[src/rtl/traffic_pkg.sv]
// Shared definitions for the traffic sensor and the traffic light controller.
// Optional feature macro: SENSOR_STUCK_DETECT_EN (adds the FAULT lane state).
package traffic_pkg;

  // Per-lane sensor state
`ifdef SENSOR_STUCK_DETECT_EN
  typedef enum logic [2:0] {
    LANE_IDLE  = 3'd0,
    LANE_QUAL  = 3'd1,
    LANE_OCC   = 3'd2,
    LANE_HOLD  = 3'd3,
    LANE_FAULT = 3'd4
  } lane_state_t;
`else
  typedef enum logic [2:0] {
    LANE_IDLE = 3'd0,
    LANE_QUAL = 3'd1,
    LANE_OCC  = 3'd2,
    LANE_HOLD = 3'd3
  } lane_state_t;
`endif

  // Light codes shared with trafficfsm
  localparam logic [1:0] GREEN  = 2'b00;
  localparam logic [1:0] YELLOW = 2'b01;
  localparam logic [1:0] RED    = 2'b10;

  // Largest of three elaboration-time values, for counter sizing
  function automatic int max3(input int a, input int b, input int c);
    int m;
    m = (a > b) ? a : b;
    return (m > c) ? m : c;
  endfunction

endpackage

[src/rtl/sensor_lane.sv]
// One loop-detector lane: 2-flop synchronizer, debounce/hold FSM,
// saturating vehicle counter. With SENSOR_STUCK_DETECT_EN the shared
// counter doubles as an occupancy timer that trips FAULT.
module sensor_lane
  import traffic_pkg::*;
#(
  parameter int DEBOUNCE_CYCLES = 4,
  parameter int HOLD_CYCLES     = 8
`ifdef SENSOR_STUCK_DETECT_EN
  ,
  parameter int STUCK_CYCLES    = 256
`endif
) (
  input  logic       clk_i,
  input  logic       rst_i,
  input  logic       raw_i,
  output logic       t_o,
  output logic       fault_o,
  output logic [7:0] cnt_o
);

`ifdef SENSOR_STUCK_DETECT_EN
  localparam int CNT_MAX = max3(DEBOUNCE_CYCLES, HOLD_CYCLES, STUCK_CYCLES);
`else
  localparam int CNT_MAX = max3(DEBOUNCE_CYCLES, HOLD_CYCLES, 1);
`endif
  localparam int CW = $clog2(CNT_MAX + 1);

  // Counter values on which the last qualifying sample completes a run
  localparam logic [CW-1:0] DEB_LAST  = CW'(DEBOUNCE_CYCLES - 1);
  localparam logic [CW-1:0] HOLD_LAST = CW'(HOLD_CYCLES - 1);
`ifdef SENSOR_STUCK_DETECT_EN
  localparam logic [CW-1:0] STUCK_LAST = CW'(STUCK_CYCLES - 1);
`endif

  logic [1:0]    sync_q;
  logic          s;
  lane_state_t   state_q;
  logic [CW-1:0] tmr_q;
  logic          t_q;
  logic [7:0]    vcnt_q;
  logic [7:0]    vcnt_inc;

  assign s        = sync_q[1];
  assign vcnt_inc = (vcnt_q == 8'hFF) ? vcnt_q : vcnt_q + 8'd1;

  // Two-flop synchronizer for the asynchronous loop input
  always_ff @(posedge clk_i or posedge rst_i) begin
    if (rst_i) sync_q <= 2'b00;
    else       sync_q <= {sync_q[0], raw_i};
  end

`ifdef SENSOR_STUCK_DETECT_EN
  logic fault_q;
  assign fault_o = fault_q;
`else
  assign fault_o = 1'b0;
`endif

  // Lane FSM with registered T, fault and vehicle count
  always_ff @(posedge clk_i or posedge rst_i) begin
    if (rst_i) begin
      state_q <= LANE_IDLE;
      tmr_q   <= '0;
      t_q     <= 1'b0;
      vcnt_q  <= '0;
`ifdef SENSOR_STUCK_DETECT_EN
      fault_q <= 1'b0;
`endif
    end else begin
      case (state_q)
        LANE_IDLE: begin
          if (s) begin
            if (DEBOUNCE_CYCLES == 1) begin
              state_q <= LANE_OCC;
              tmr_q   <= '0;
              t_q     <= 1'b1;
              vcnt_q  <= vcnt_inc;
            end else begin
              state_q <= LANE_QUAL;
              tmr_q   <= CW'(1);
            end
          end
        end
        LANE_QUAL: begin
          if (!s) begin
            // glitch: drop it without counting
            state_q <= LANE_IDLE;
            tmr_q   <= '0;
          end else if (tmr_q == DEB_LAST) begin
            state_q <= LANE_OCC;
            tmr_q   <= '0;
            t_q     <= 1'b1;
            vcnt_q  <= vcnt_inc;
          end else begin
            tmr_q <= tmr_q + CW'(1);
          end
        end
        LANE_OCC: begin
`ifdef SENSOR_STUCK_DETECT_EN
          if (tmr_q == STUCK_LAST) begin
            // occupied too long: treat the loop as stuck
            state_q <= LANE_FAULT;
            tmr_q   <= '0;
            t_q     <= 1'b0;
            fault_q <= 1'b1;
          end else
`endif
          if (!s) begin
            if (HOLD_CYCLES == 1) begin
              state_q <= LANE_IDLE;
              tmr_q   <= '0;
              t_q     <= 1'b0;
            end else begin
              state_q <= LANE_HOLD;
              tmr_q   <= CW'(1);
            end
          end else begin
`ifdef SENSOR_STUCK_DETECT_EN
            tmr_q <= tmr_q + CW'(1);
`else
            tmr_q <= '0;
`endif
          end
        end
        LANE_HOLD: begin
          if (s) begin
            // vehicle still there: resume without re-debounce or count
            state_q <= LANE_OCC;
            tmr_q   <= '0;
          end else if (tmr_q == HOLD_LAST) begin
            state_q <= LANE_IDLE;
            tmr_q   <= '0;
            t_q     <= 1'b0;
          end else begin
            tmr_q <= tmr_q + CW'(1);
          end
        end
`ifdef SENSOR_STUCK_DETECT_EN
        LANE_FAULT: begin
          if (s) begin
            tmr_q <= '0;
          end else if (tmr_q == HOLD_LAST) begin
            state_q <= LANE_IDLE;
            tmr_q   <= '0;
            fault_q <= 1'b0;
          end else begin
            tmr_q <= tmr_q + CW'(1);
          end
        end
`endif
        default: begin
          state_q <= LANE_IDLE;
          tmr_q   <= '0;
          t_q     <= 1'b0;
        end
      endcase
    end
  end

  assign t_o   = t_q;
  assign cnt_o = vcnt_q;

endmodule

[src/rtl/traffic_sensor.sv]
// Two-lane loop sensor front end for the traffic light controller.
// Optional feature macro: SENSOR_STUCK_DETECT_EN (stuck-loop fault detect).
module traffic_sensor #(
  parameter int DEBOUNCE_CYCLES = 4,
  parameter int HOLD_CYCLES     = 8,
  parameter int STUCK_CYCLES    = 256
) (
  input  logic       clk,
  input  logic       reset,
  input  logic       loop_a_raw,
  input  logic       loop_b_raw,
  output logic       Ta,
  output logic       Tb,
  output logic       fault_a,
  output logic       fault_b,
  output logic [7:0] cnt_a,
  output logic [7:0] cnt_b
);

  // Reject out-of-range configurations at elaboration
  if (DEBOUNCE_CYCLES < 1 || DEBOUNCE_CYCLES > 255 ||
      HOLD_CYCLES < 1 || HOLD_CYCLES > 255 ||
      STUCK_CYCLES < 2 || STUCK_CYCLES > 65535) begin : g_param_check
    $error("traffic_sensor: parameter out of legal range");
  end

  sensor_lane #(
    .DEBOUNCE_CYCLES (DEBOUNCE_CYCLES),
    .HOLD_CYCLES     (HOLD_CYCLES)
`ifdef SENSOR_STUCK_DETECT_EN
    ,
    .STUCK_CYCLES    (STUCK_CYCLES)
`endif
  ) u_lane_a (
    .clk_i   (clk),
    .rst_i   (reset),
    .raw_i   (loop_a_raw),
    .t_o     (Ta),
    .fault_o (fault_a),
    .cnt_o   (cnt_a)
  );

  sensor_lane #(
    .DEBOUNCE_CYCLES (DEBOUNCE_CYCLES),
    .HOLD_CYCLES     (HOLD_CYCLES)
`ifdef SENSOR_STUCK_DETECT_EN
    ,
    .STUCK_CYCLES    (STUCK_CYCLES)
`endif
  ) u_lane_b (
    .clk_i   (clk),
    .rst_i   (reset),
    .raw_i   (loop_b_raw),
    .t_o     (Tb),
    .fault_o (fault_b),
    .cnt_o   (cnt_b)
  );

endmodule
[config.mk]
export PLATFORM = sky130hd
export DESIGN_NAME = traffic_sensor
export DESIGN_NICKNAME = d
export VERILOG_FILES = /design/src/rtl/traffic_pkg.sv /design/src/rtl/sensor_lane.sv /design/src/rtl/traffic_sensor.sv
export SDC_FILE = /design/constraint.sdc
export NUM_CORES = 1
export LEC_CHECK = 0
export CELL_PAD_IN_SITES_DETAIL_PLACEMENT = 0
export CELL_PAD_IN_SITES_GLOBAL_PLACEMENT = 1
export CORE_ASPECT_RATIO = 1.25
export CORE_MARGIN = 10
export CORE_UTILIZATION = 42
export CTS_BUF_LIST = sky130_fd_sc_hd__clkbuf_16
export DETAILED_ROUTE_END_ITERATION = 16
export GPL_ROUTABILITY_DRIVEN = 0
export PLACE_DENSITY = 0.81
export SLEW_MARGIN = 0
export SYNTH_ARGS = -nofsm -noshare
export SYNTH_HDL_FRONTEND = slang
export SYNTH_SLANG_ARGS = --single-unit
[constraint.sdc]
create_clock -name clk -period 2.2 [get_ports clk]
set_clock_uncertainty 0.05 [all_clocks]
set_input_delay 0.55 -clock clk [delete_from_list [all_inputs] [get_ports clk]]
set_output_delay 0.55 -clock clk [all_outputs]
set_load 0.01 [all_outputs]
==> flow_metrics.py, run 1 <==
metrics = {
    "synthesis": {
        "synth_common_cells": "34 x dfrtp_1, 11 x nand2_1, 10 x a21oi_1, 10 x inv_1, 10 x nand3_1",
        "synth_cell_type_count": 42,
        "ys_warn_count": 0,
        "synth_ff_type": "dfrtp_1",
        "syn_area_mm2": 0.00171,
        "synthArstFlopShare_pct": 100,
        "synth_area_leaders": "dfrtp_1 50%, mux2_2 3.3%, a21oi_1 2.9%",
        "synthMostInstantiatedCell": "dfrtp_1",
        "synth.top_cell.area_share_pct": 49.9,
        "netlist_instances": 166,
        "yosys.area.top_type": "dfrtp_1",
        "syn_area_per_cell_um2": 10.3,
        "synth_edf_count": 0,
        "synth_seq_area_share_pct": 49.9,
        "ys_ff_latch": 34,
    },
    "placed_design": {
        "dp_hpwl_um": 2600,
        "port_buffers": 21,
        "dp_slack_ns": 0.312,
        "placed_cell_area_mm2": 0.00198,
        "dpl.cell_count": 240,
    },
    "grt": {
        "antenna_found_initial": 0,
        "grt_pass1_wl_um": 5790,
        "grtUsageTotal_pct": 10.2,
        "grt_max_degree": 35,
        "grt_pass1_vias": 1270,
        "grt.overflow.total": 0,
    },
    "cts": {
        "numCtsBuffers": 5,
        "clk_pin_slew_ns": 0.05,
        "cts.sinks": 34,
        "ctsHoldBuffers": 0,
        "cts_root_buf": "clkbuf_16",
        "clock_path_buffers": 2,
        "htreeDepth": 2,
        "cts_tree": "done",
        "clk_latency_ns": 0.27,
        "post_cts_buffers": 0,
        "cts-resized-gates": 0,
    },
    "floorplanning": {
        "die_x_um": 77.0,
        "fp.coreArea_mm2": 0.00385,
        "fp.dieArea_mm2": 0.00703,
        "initial_core_util_pct": 44.3,
        "die_h_um": 91.2,
        "fp-row-count": 25,
        "io_pins": 24,
    },
    "layout": {
        "finalNetCount": 201,
        "final_core_util_pct": 55.0,
        "diodes": 0,
        "stdcell_count": 247,
        "areaGrowthSynthToFinish_pct": 24.1,
        "fillers": 365,
        "fin_area_mm2": 0.00212,
        "drive_gt1_share_pct": 8.29,
    },
    "power_and_ir_drop": {
        "finalPower_mw": 1.86,
        "peakVddDrop_mv": 0.600,
        "power_leakage_nw": 0.953,
        "pwr-share-seq_pct": 45.9,
        "p_comb_share_pct": 20.2,
        "clockPowerShare_pct": 33.9,
        "sw_frac_of_total_pct": 28.9,
        "p_int_mw": 1.32,
        "p_switching_mw": 0.537,
        "powerDensity_mw_per_mm2": 878,
    },
    "job": {
        "maxCapViolations": 0,
    },
    "drt": {
        "ant_nets": 0,
        "viasPerCell": 5.26,
        "routed_wl_um": 3400,
        "drt_iter0_markers": 60,
        "drt_first_pass_iters": 4,
        "drc": 0,
        "route.vias.total": 1299,
        "wl_per_cell_um": 13.8,
    },
    "run_status": {
        "status": "complete, no violations",
    },
    "sta": {
        "clock.fmax_ghz": 0.530,
        "period_minus_slack_ns": 1.89,
        "finalCritPeriodShare_pct": 85.8,
        "worst_slack_ns": 0.312,
        "slew_viol_final": 0,
        "report.final.hold_viol_count": 0,
        "finalSetupViolations": 0,
        "rsz0062_at_grt": "no",
        "fin_setup_tns_ns": 0,
        "whs_ns": 0.297,
    },
    "critical_path": {
        "cp.arrival_ns": 1.99,
        "crit_path_end_kind": "flop",
        "path_class": "flop to flop",
        "startpoint_type": "flop",
        "critPathRequiredTime_ns": 2.30,
        "worst-path-max-fanout": 6,
    },
    "hold_path": {
        "hold_path_class": "flop to flop",
    },
}
-- layout by cell type (no fill, tap or decap), types with 2 or more instances in the layout --
master	Yosys	routed
a21oi_1	10	10
nor2_1	7	7
nand3_1	10	10
a32o_1	2	2
nand4_1	3	3
mux2_1	2	2
nand2_1	11	11
xnor2_1	5	5
nor2b_1	2	2
xor2_1	5	5
dfrtp_1	34	34
nor3_1	6	6
a22o_1	3	3
a31oi_1	4	4
and4_1	3	3
buf_4	2	4
nand2b_1	3	3
clkdlybuf4s50_1	0	21
or3_1	2	2
inv_1	10	12
ha_1	4	4
mux2_2	5	5
clkbuf_16	0	5
and3_1	3	3
o21ai_0	8	8
and3b_1	2	2
conb_1	1	2
-- state kept, by name (all words and copies together), names as in the netlist, named ones only --
register	count
u_lane_a.cnt_o	8
u_lane_b.cnt_o	8
u_lane_a.tmr_q	4
u_lane_b.tmr_q	4
u_lane_a.sync_q	2
u_lane_b.sync_q	2
u_lane_a.state_q	1
u_lane_a.t_o	1
u_lane_b.state_q	1
u_lane_b.t_o	1
-- power groups by stage --
| stage | registers, mW | clock network [mW] | logic (mW) |
|---|---|---|---|
| global placement | 0.850 | 0 | 0.367 |
| CTS | 0.849 | 0.652 | 0.385 |
| detailed placement | 0.861 | 0 | 0.382 |
| floorplan | 0.794 | 0 | 0.304 |
| finish | 0.852 | 0.630 | 0.376 |
| global route | 0.870 | 0.678 | 0.423 |
-- path summary, 6_finish.rpt --
check	slack [ns]	start	to	depth (start not counted)
setup / recovery	0.31	u_lane_a.tmr_q[1]	u_lane_a.cnt_o[5]	5
hold / removal	0.30	u_lane_a.sync_q[0]	u_lane_a.sync_q[1]	0
setup reg to reg	0.31	u_lane_a.tmr_q[1]	u_lane_a.cnt_o[5]	5
hold reg to reg	0.30	u_lane_a.sync_q[0]	u_lane_a.sync_q[1]	0
max in group asynchronous	1.19	reset	u_lane_b.cnt_o[0]	3
min in group asynchronous	0.62	reset	u_lane_b.cnt_o[6]	3
-- per-layer routing --
metal | track usage [%] | vias up | wire, um
met4 | 5.64 | 0 | 63
met2 | 16.9 | 18 | 1750
met1 | 10.5 | 627 | 1430
met5 | 0 | - | 0
met3 | 4.44 | 7 | 162
li1 | - | 647 | -
-- logic make-up (layout without fill, tap and decap cells) --
kind of cell	count (synthesis)	after routing	share of synthesized area, %
compound gates	36	36	14.0
xor+xnor	10	10	5.14
fa+ha+maj	4	4	2.93
buf+inv	16	42	4.18
flops	34	34	49.9
mux	8	8	5.21
other cells	1	2	0.220
simple gates	57	57	18.4
-- worst max-delay path, stage by stage (launching register included) --
cell and delay, ns:
dfrtp_1 0.37, ha_1 0.24, nand3b_1 0.18, or3_1 0.37, nor3_1 0.22, mux2_1 0.34
-- final cells by class --
cell class              count  area [um^2]  share of cell area, %
clock buffers               5          125                   5.91
well taps                  54         67.6                   3.19
flip-flops and latches     34          851                   40.2
inverters                  10         37.5                   1.77
clock inverters             2         7.51                  0.355
repair buffers             25          240                   11.4
multi-input cells         117          787                   37.2
No activity file was read; power rests on OpenSTA's default activity.
==> run 2, diff against run 1 <==
--- a/config.mk
+++ b/config.mk
@@ -5,15 +5,16 @@
 export SDC_FILE = /design/constraint.sdc
 export NUM_CORES = 1
 export LEC_CHECK = 0
+export ABC_AREA = 1
 export CELL_PAD_IN_SITES_DETAIL_PLACEMENT = 0
 export CELL_PAD_IN_SITES_GLOBAL_PLACEMENT = 1
 export CORE_ASPECT_RATIO = 1.25
 export CORE_MARGIN = 10
-export CORE_UTILIZATION = 42
+export CORE_UTILIZATION = 41
 export CTS_BUF_LIST = sky130_fd_sc_hd__clkbuf_16
 export DETAILED_ROUTE_END_ITERATION = 16
 export GPL_ROUTABILITY_DRIVEN = 0
-export PLACE_DENSITY = 0.81
+export PLACE_DENSITY = 0.82
 export SLEW_MARGIN = 0
 export SYNTH_ARGS = -nofsm -noshare
 export SYNTH_HDL_FRONTEND = slang
==> flow_metrics.py, run 2 <==
metrics = {
    "drt": {
        "wl_per_cell_um": 11.2,
        "viasPerCell": 4.75,
        "drt_iter0_markers": 41,
        "route.vias.total": 1626,
        "ant_nets": 0,
        "drt_first_pass_iters": 4,
        "drc": 0,
        "routed_wl_um": 3820,
    },
    "sta": {
        "rsz0062_at_grt": "no",
        "report.final.hold_viol_count": 0,
        "whs_ns": 0.297,
        "clock.fmax_ghz": 0.523,
        "period_minus_slack_ns": 1.91,
        "worst_slack_ns": 0.288,
        "finalCritPeriodShare_pct": 86.9,
        "finalSetupViolations": 0,
        "fin_setup_tns_ns": 0,
        "slew_viol_final": 0,
    },
    "placed_design": {
        "dpl.cell_count": 334,
        "placed_cell_area_mm2": 0.00222,
        "dp_slack_ns": 0.558,
        "port_buffers": 21,
        "dp_hpwl_um": 2800,
    },
    "synthesis": {
        "synth_cell_type_count": 32,
        "synth_seq_area_share_pct": 43.2,
        "syn_area_per_cell_um2": 7.72,
        "synthMostInstantiatedCell": "nand2_1",
        "synth_edf_count": 0,
        "synthArstFlopShare_pct": 100,
        "synth_ff_type": "dfrtp_1",
        "netlist_instances": 255,
        "ys_warn_count": 0,
        "ys_ff_latch": 34,
        "synth_common_cells": "78 x nand2_1, 39 x inv_1, 34 x dfrtp_1, 23 x nand3_1, 13 x nor2_1",
        "syn_area_mm2": 0.00197,
        "synth.top_cell.area_share_pct": 43.2,
        "yosys.area.top_type": "dfrtp_1",
        "synth_area_leaders": "dfrtp_1 43%, nand2_1 15%, inv_1 7.4%",
    },
    "hold_path": {
        "hold_path_class": "flop to flop",
        "whs_path_depth": 0,
        "hp-start": "u_lane_b.sync_q[0]",
        "holdPathEnd": "u_lane_b.sync_q[1]",
    },
    "layout": {
        "areaGrowthSynthToFinish_pct": 20.1,
        "diodes": 0,
        "fin_area_mm2": 0.00236,
        "final_core_util_pct": 50.4,
        "stdcell_count": 342,
        "drive_gt1_share_pct": 8.51,
        "fillers": 469,
        "layout_commonest_cell": "nand2_1",
        "final_cell_mix": "78 x nand2_1, 40 x inv_1, 34 x dfrtp_1, 23 x nand3_1, 21 x clkdlybuf4s50_1",
        "finalNetCount": 289,
    },
    "power_and_ir_drop": {
        "peakVddDrop_mv": 0.521,
        "powerDensity_mw_per_mm2": 951,
        "finalPower_mw": 2.25,
        "power_leakage_nw": 1.16,
    },
    "critical_path": {
        "critPathRequiredTime_ns": 1.60,
        "cp.arrival_ns": 1.31,
        "worst-path-max-fanout": 6,
        "max_stage_delay_ns": 0.58,
        "startpoint_type": "flop",
        "critPathTopFamily": "buffers and inverters",
        "crit_path_end_kind": "output pin",
        "path_cells": "clkdlybuf4s50_1",
        "crit_slowest_cell": "clkdlybuf4s50_1",
        "path_buf_inv": 1,
        "timing.rr.start": "u_lane_a.cnt_o[0]",
        "ff2ff_path_depth": 8,
        "rrSetupSlack_ns": 0.55,
        "path_class": "flop to output pin",
        "worst_r2r_endpoint": "u_lane_a.cnt_o[4]",
    },
    "cts": {
        "post_cts_buffers": 0,
        "ctsHoldBuffers": 0,
        "clk_latency_ns": 0.28,
        "clk_pin_slew_ns": 0.06,
        "htreeDepth": 2,
        "cts-resized-gates": 0,
        "clock_path_buffers": 2,
        "cts_root_buf": "clkbuf_16",
        "cts_tree": "done",
        "numCtsBuffers": 5,
        "cts.sinks": 34,
    },
    "floorplanning": {
        "fp.dieArea_mm2": 0.00799,
        "die_h_um": 97.5,
        "fp.coreArea_mm2": 0.00469,
        "initial_core_util_pct": 42.0,
        "fp-row-count": 28,
        "io_pins": 24,
        "die_x_um": 82.0,
    },
    "grt": {
        "antenna_found_initial": 0,
        "grt.overflow.total": 0,
        "grt_pass1_wl_um": 6580,
        "grt_pass1_vias": 1492,
        "grt_max_degree": 35,
        "grtUsageTotal_pct": 10.3,
    },
    "job": {
        "maxCapViolations": 0,
    },
    "run_status": {
        "status": "complete, no violations",
    },
}
-- run 2: changes by cell type after synthesis, moves of 4 or more --
cell     delta
inv_1      +29
nand2_1    +67
mux2_2      -5
nand3_1    +13
a21oi_1     -4
nor2_1      +6
-- run 2: worst max-delay path by stage --
stage                                  from  cells after the start                end  slack (ns)
after CTS                 u_lane_a.cnt_o[0]                      1           cnt_a[0]        0.27
after floorplan           u_lane_a.cnt_o[0]                      6  u_lane_a.cnt_o[0]        0.64
after global placement    u_lane_a.tmr_q[0]                      9  u_lane_a.cnt_o[1]        0.56
final                     u_lane_a.cnt_o[0]                      1           cnt_a[0]        0.29
after detailed placement  u_lane_a.cnt_o[0]                      8  u_lane_a.cnt_o[4]        0.56
after global routing      u_lane_a.cnt_o[0]                      1           cnt_a[0]        0.23
-- run 2: kinds of logic (layout without fill, tap and decap cells) --
kind of cell,Yosys count,count (layout),share of synthesized area (%)
buf+inv,47,73,10.7
simple gates,134,134,30.8
compound gates,24,24,7.31
fa+ha+maj,4,4,2.54
xor+xnor,11,11,5.27
flops,34,34,43.2
other cells,1,2,0.190
-- run 2: routing by layer --
metal / vias to the layer above / GRT usage (%) / share of wire [%]
met5: - / 0 / 0
met1: 747 / 11.9 / 43
met2: 27 / 15.8 / 48
li1: 845 / - / -
met3: 7 / 4.07 / 5.8
met4: 0 / 5.38 / 2.5
-- run 2: cell type report --
type                    count  area (um^2)  share of cell area [%]
flip-flops and latches     34          851                    36.0
inverters                  42          159                    6.72
clock inverters             3         17.5                   0.741
multi-input cells         175          912                    38.6
repair buffers             23          225                    9.52
clock buffers               5          125                    5.29
well taps                  60         75.1                    3.17
-- run 2: worst reg2reg max path, stage by stage (launching register included) --
cell and delay (ns):
dfrtp_1 0.46, ha_1 0.28, nand3_1 0.14, nor3_1 0.21, nor2_2 0.06, buf_4 0.18
inv_1 0.11, nand2_1 0.06, nand2_1 0.05
-- run 2: report_power, final --
group	switching, mW	internal, mW	leakage (nW)
Combinational	0.399	0.280	0.634
Clock	0.254	0.414	0.0750
Sequential	0.150	0.752	0.451
Total	0.803	1.45	1.16
==> run 3, diff against run 2 <==
--- a/config.mk
+++ b/config.mk
@@ -6,6 +6,7 @@
 export NUM_CORES = 1
 export LEC_CHECK = 0
 export ABC_AREA = 1
+export CAP_MARGIN = 20
 export CELL_PAD_IN_SITES_DETAIL_PLACEMENT = 0
 export CELL_PAD_IN_SITES_GLOBAL_PLACEMENT = 1
 export CORE_ASPECT_RATIO = 1.25
==> constraint.sdc (replaced) <==
create_clock -name clk -period 2 [get_ports clk]
set_clock_uncertainty 0.05 [all_clocks]
set_input_delay 0.5 -clock clk [delete_from_list [all_inputs] [get_ports clk]]
set_output_delay 0.5 -clock clk [all_outputs]
set_load 0.01 [all_outputs]
==> flow_metrics.py, run 3 (synthesis gave the netlist of run 2 again) <==
metrics = {
    "critical_path": {
        "worst-path-max-fanout": 6,
        "startpoint_type": "flop",
        "path_cells": "clkdlybuf4s50_1",
        "crit_slowest_cell": "clkdlybuf4s50_1",
        "crit_path_end_kind": "output pin",
        "critPathTopFamily": "buffers and inverters",
        "critPathRequiredTime_ns": 1.45,
        "path_class": "flop to output pin",
        "max_stage_delay_ns": 0.59,
        "path_buf_inv": 1,
        "cp.arrival_ns": 1.32,
    },
    "floorplanning": {
        "initial_core_util_pct": 42.0,
        "io_pins": 24,
        "fp-row-count": 28,
        "die_h_um": 97.5,
        "die_x_um": 82.0,
        "fp.coreArea_mm2": 0.00469,
        "fp.dieArea_mm2": 0.00799,
    },
    "sta": {
        "worst_slack_ns": 0.125,
        "fin_setup_tns_ns": 0,
        "clock.fmax_ghz": 0.533,
        "finalSetupViolations": 0,
        "report.final.hold_viol_count": 0,
        "slew_viol_final": 0,
        "rsz0062_at_grt": "no",
        "period_minus_slack_ns": 1.87,
        "finalCritPeriodShare_pct": 93.7,
    },
    "cts": {
        "cts_tree": "done",
        "ctsHoldBuffers": 0,
        "cts.sinks": 34,
        "post_cts_buffers": 0,
        "clk_pin_slew_ns": 0.05,
        "cts-resized-gates": 0,
        "clock_path_buffers": 2,
        "clk_latency_ns": 0.28,
        "cts_root_buf": "clkbuf_16",
        "htreeDepth": 2,
        "numCtsBuffers": 5,
    },
    "grt": {
        "grtUsageTotal_pct": 10.6,
        "grt_pass1_vias": 1596,
        "grt_max_degree": 35,
        "grt.overflow.total": 0,
        "antenna_found_initial": 0,
        "grt_pass1_wl_um": 6840,
    },
    "layout": {
        "layout_commonest_cell": "nand2_1",
        "finalNetCount": 289,
        "diodes": 0,
        "areaGrowthSynthToFinish_pct": 19.8,
        "drive_gt1_share_pct": 7.80,
        "final_cell_mix": "78 x nand2_1, 39 x inv_1, 34 x dfrtp_1, 23 x nand3_1, 21 x clkdlybuf4s50_1",
        "fillers": 472,
    },
    "drt": {
        "ant_nets": 0,
        "drt_first_pass_iters": 4,
        "viasPerCell": 4.76,
        "routed_wl_um": 3970,
        "wl_per_cell_um": 11.6,
        "route.vias.total": 1628,
        "drc": 0,
        "drt_iter0_markers": 69,
    },
    "job": {
        "maxCapViolations": 0,
    },
    "power_and_ir_drop": {
        "powerDensity_mw_per_mm2": 1050,
        "peakVddDrop_mv": 0.479,
        "power_leakage_nw": 1.15,
    },
    "placed_design": {
        "port_buffers": 21,
        "dp_slack_ns": 0.367,
        "dp_hpwl_um": 2860,
    },
    "run_status": {
        "status": "complete, no violations",
    },
    "hold_path": {
        "hold_path_class": "flop to flop",
    },
}
run 3: cell types whose count changed in the layout (fill, tap and decap cells not counted), sizes merged:
cell	delta
clkinv	+1
inv	-1
run 3: through the flow:
stage | total power, mW | instances | cell area [um^2] | hold WS (ns) | util, %
after global placement | 1.76 | 334 | 2220 | 0.288 | 47.3
after global routing | 2.69 | 342 | 2360 | 0.303 | 50.2
final | 2.47 | 342 | 2360 | 0.298 | 50.2
after detailed placement | 1.77 | 334 | 2220 | 0.289 | 47.3
after CTS | 2.52 | 342 | 2360 | 0.302 | 50.2
after floorplan | 1.53 | 256 | 1970 | 0.281 | -
run 3: path summary, 6_finish.rpt:
check                                   startpoint                  to  slack, ns  cells past startpoint
worst max-delay path             u_lane_a.cnt_o[0]            cnt_a[0]       0.13                      1
min in group asynchronous                    reset  u_lane_a.sync_q[1]       0.57                      3
max in group asynchronous                    reset   u_lane_a.cnt_o[2]       1.02                      3
worst min register to register  u_lane_a.sync_q[0]  u_lane_a.sync_q[1]       0.30                      0
worst max register to register   u_lane_a.cnt_o[0]   u_lane_a.cnt_o[4]       0.36                      8
worst min-delay path            u_lane_a.sync_q[0]  u_lane_a.sync_q[1]       0.30                      0
run 3: where the power goes:
group	switching (mW)	internal [mW]	total (mW)
registers	0.167	0.827	0.995
logic	0.444	0.310	0.754
clock network	0.278	0.448	0.725
total	0.889	1.59	2.47
run 3: cell type report:
| class | instances | area [um^2] | area share [%] |
|---|---|---|---|
| Tap cell | 60 | 75.1 | 3.18 |
| Multi-Input combinational cell | 175 | 912 | 38.7 |
| Clock inverter | 3 | 11.3 | 0.477 |
| Clock buffer | 5 | 125 | 5.31 |
| Inverter | 42 | 159 | 6.74 |
| Sequential cell | 34 | 851 | 36.1 |
| Timing Repair Buffer | 23 | 225 | 9.55 |
run 3: per-layer routing:
| layer | wire [um] | track usage [%] | share of wire, % |
|---|---|---|---|
| met5 | 0 | 0 | 0 |
| met4 | 75 | 4.46 | 1.9 |
| met2 | 1960 | 17.0 | 49 |
| met1 | 1710 | 12.2 | 43 |
| met3 | 219 | 3.89 | 5.5 |
==> variant, RTL diff (config.mk and constraints of run 1) <==
Put a register stage on the output `cnt_a`, without a reset. The value now appears one clock later. The other outputs are not delayed to match.
--- a/src/rtl/traffic_sensor.sv
+++ b/src/rtl/traffic_sensor.sv
@@ -16,6 +16,8 @@
   output logic [7:0] cnt_a,
   output logic [7:0] cnt_b
 );
+
+  logic [7:0] cnt_a_d;
 
   // Reject out-of-range configurations at elaboration
   if (DEBOUNCE_CYCLES < 1 || DEBOUNCE_CYCLES > 255 ||
@@ -37,7 +39,7 @@
     .raw_i   (loop_a_raw),
     .t_o     (Ta),
     .fault_o (fault_a),
-    .cnt_o   (cnt_a)
+    .cnt_o   (cnt_a_d)
   );
 
   sensor_lane #(
@@ -56,4 +58,8 @@
     .cnt_o   (cnt_b)
   );
 
+  always_ff @(posedge clk) begin
+      cnt_a <= cnt_a_d;
+  end
+
 endmodule
Behaviour: not the same (a bounded check fails within 10 cycles, from zero or initial values and one cycle with reset high).
==> variant against run 1 <==
- design area rose by 13%
- global-route usage fell by 1.2 points
- sequential power increased by 24%
- clock power is 23% higher
- synthesized area up 17%
- sequential cell count is 8 higher
- worst hold slack improved by 0.0022 ns
- routed wire length grew 0.29%
- synthesized cell count rose by 9.6%
- count of clock-buffer cells in the layout increased by 1
- setup slack better by 0.018 ns
- total power grew 26%
- first-iteration DRC count decreased by 15%
- critical path type is now register to output port
- critical endpoint is now cnt_b[2]
- largest cell class unchanged
- highest routed layer unchanged
==> variant: results (changes against run 1) <==
stage	metric	value	unit	change
layout	share of cells above drive strength 1	0.132		was 0.0829
setup_path	Critical Path Source	u_lane_b.cnt_o[2]		was u_lane_a.tmr_q[1]
clock_network	Clock Latency Late Sink	0.28	ns	
placed_design	Place WS	0.367	ns	was 0.312 ns
setup_path	CP Data Arrival Time	1.27	ns	was 1.99 ns
clock_network	hold-fix buffers at CTS	0		unchanged
logic_synthesis	Post-synth ARST share	0.810		was 1.00
power_and_ir_drop	leak pwr	1.04	nW	was 0.953 nW
logic_synthesis	largest cells by area after synthesis	dfrtp_1 (43%), dfxtp_1 (8.0%), o21ai_0 (3.8%)		was dfrtp_1 (50%), mux2_2 (3.3%), a21oi_1 (2.9%)
logic_synthesis	Seq/Total Area, Yosys	0.506		was 0.499
setup_path	worst-path maximum fanout	6		unchanged
timing	Hold Vio Cnt, Final	0		unchanged
clock_network	H-tree Lvls	2		unchanged
drt	WL/cell	12.9	um	was 13.8 um
hold_path	Worst Hold Launch	u_lane_b.sync_q[0]		was u_lane_a.sync_q[0]
setup_path	Register-to-Register Path Depth	5		unchanged
logic_synthesis	Mean Syn Cell Area	11.0	um2	was 10.3 um2
logic_synthesis	synth cell count leaders	dfrtp_1 (34), o21ai_0 (15), nand2_1 (13), inv_1 (10), dfxtp_1 (8)		was dfrtp_1 (34), nand2_1 (11), a21oi_1 (10), inv_1 (10), nand3_1 (10)
setup_path	Critical Path Slowest Stage Cell	clkdlybuf4s50_1		was dfrtp_1
setup_path	R2R Path Start	u_lane_b.tmr_q[0]		was u_lane_a.tmr_q[1]
setup_path	family with the most delay on the worst path	buffers and inverters		was simple AND/OR/NAND/NOR gates
grt	all-layer global routing usage	0.0899		was 0.102
placed_design	DP Cell Count	257		was 240
grt	vias in the first global route	1253		was 1270
clock_network	Max Root-Sink Buffers	2		unchanged
clock_network	CTS Root Cell	clkbuf_16		unchanged
drt	drt pass-1 iters	4		unchanged
placed_design	IO Port Bufs	21		unchanged
layout	Layout Nets	212		was 201
outcome	status	complete, no violations		unchanged
clock_network	CTS clock-pin slew for the worst setup and hold paths	0.06	ns	
clock_network	post-cts resize count	0		unchanged
logic_synthesis	library cells used by synthesis	47		was 42
setup_path	Crit path largest cell delay	0.57	ns	was 0.37 ns
clock_network	total CTS buffers	5		unchanged
grt	first-pass GRT wire length	5740	um	was 5790 um
layout	ANT cells	0		unchanged
drt	DRT Wirelength	3410	um	was 3400 um
hold_path	Hold Path Depth	0		unchanged
layout	filler instances	432		was 365
grt	antenna violations before repair	0		unchanged
power_and_ir_drop	worst vdd ir	0.554	mV	was 0.600 mV
logic_synthesis	Ys Warns	0		unchanged
clock_network	Setup Buffers After CTS	0		unchanged
placed_design	Final HPWL DP	2350	um	was 2600 um
drt	drt first-iter violations	51		was 60
drt	Via density	5.09		was 5.26
[variant: layout make-up]
class,instances,area [um2],share of cell area
clock buffer,6,150,0.0628
sequential,42,1010,0.423
multi-input combinational,122,883,0.369
inverter,10,37.5,0.0157
clock inverter,2,10.0,0.00418
timing repair buffer,23,225,0.0941
tap,60,75.1,0.0314
[variant: where the power goes]
part / leakage, nW / total (mW) / internal [mW] / switching, mW
Sequential: 0.504 / 1.06 / 0.893 / 0.171
Combinational: 0.458 / 0.503 / 0.281 / 0.222
Clock: 0.0818 / 0.774 / 0.485 / 0.290
[variant: path summary, 6_finish.rpt]
kind,to,slack [ns]
worst max-delay path,cnt_b[2],0.33
worst min-delay path,u_lane_b.sync_q[1],0.30
worst max register to register,register,0.37
worst min register to register,u_lane_b.sync_q[1],0.30
max in group asynchronous,u_lane_b.tmr_q[3],1.17
min in group asynchronous,u_lane_a.cnt_o[5],0.62
[variant: cell families after synthesis]
kind of cell	Yosys count	share of synthesized area
AOI/OAI and AO/OA	31	0.100
xor gates and xnor gates	7	0.0307
adders and majority gates	4	0.0251
buffers and inverters	19	0.0533
DFF	42	0.506
muxes	11	0.0677
other	1	0.00188
and+or+nand+nor	67	0.215
[variant: routing by layer]
| metal | global-route usage | share of wire | routed length (um) |
|---|---|---|---|
| met5 | 0 | 0 | 0 |
| met4 | 0.0433 | 0.014 | 49 |
| met3 | 0.0389 | 0.063 | 214 |
| met2 | 0.130 | 0.46 | 1570 |
| met1 | 0.110 | 0.46 | 1580 |
[variant: per-stage QoR]
| stage | area [um2] | hold slack [ns] |
|---|---|---|
| 3_5_place_dp | 2230 | 0.287 |
| 6_report | 2390 | 0.299 |
| 4_1_cts | 2390 | 0.301 |
| 2_1_floorplan | 2000 | 0.281 |
| 3_3_place_gp | 2230 | 0.282 |
| 5_1_grt | 2390 | 0.320 |
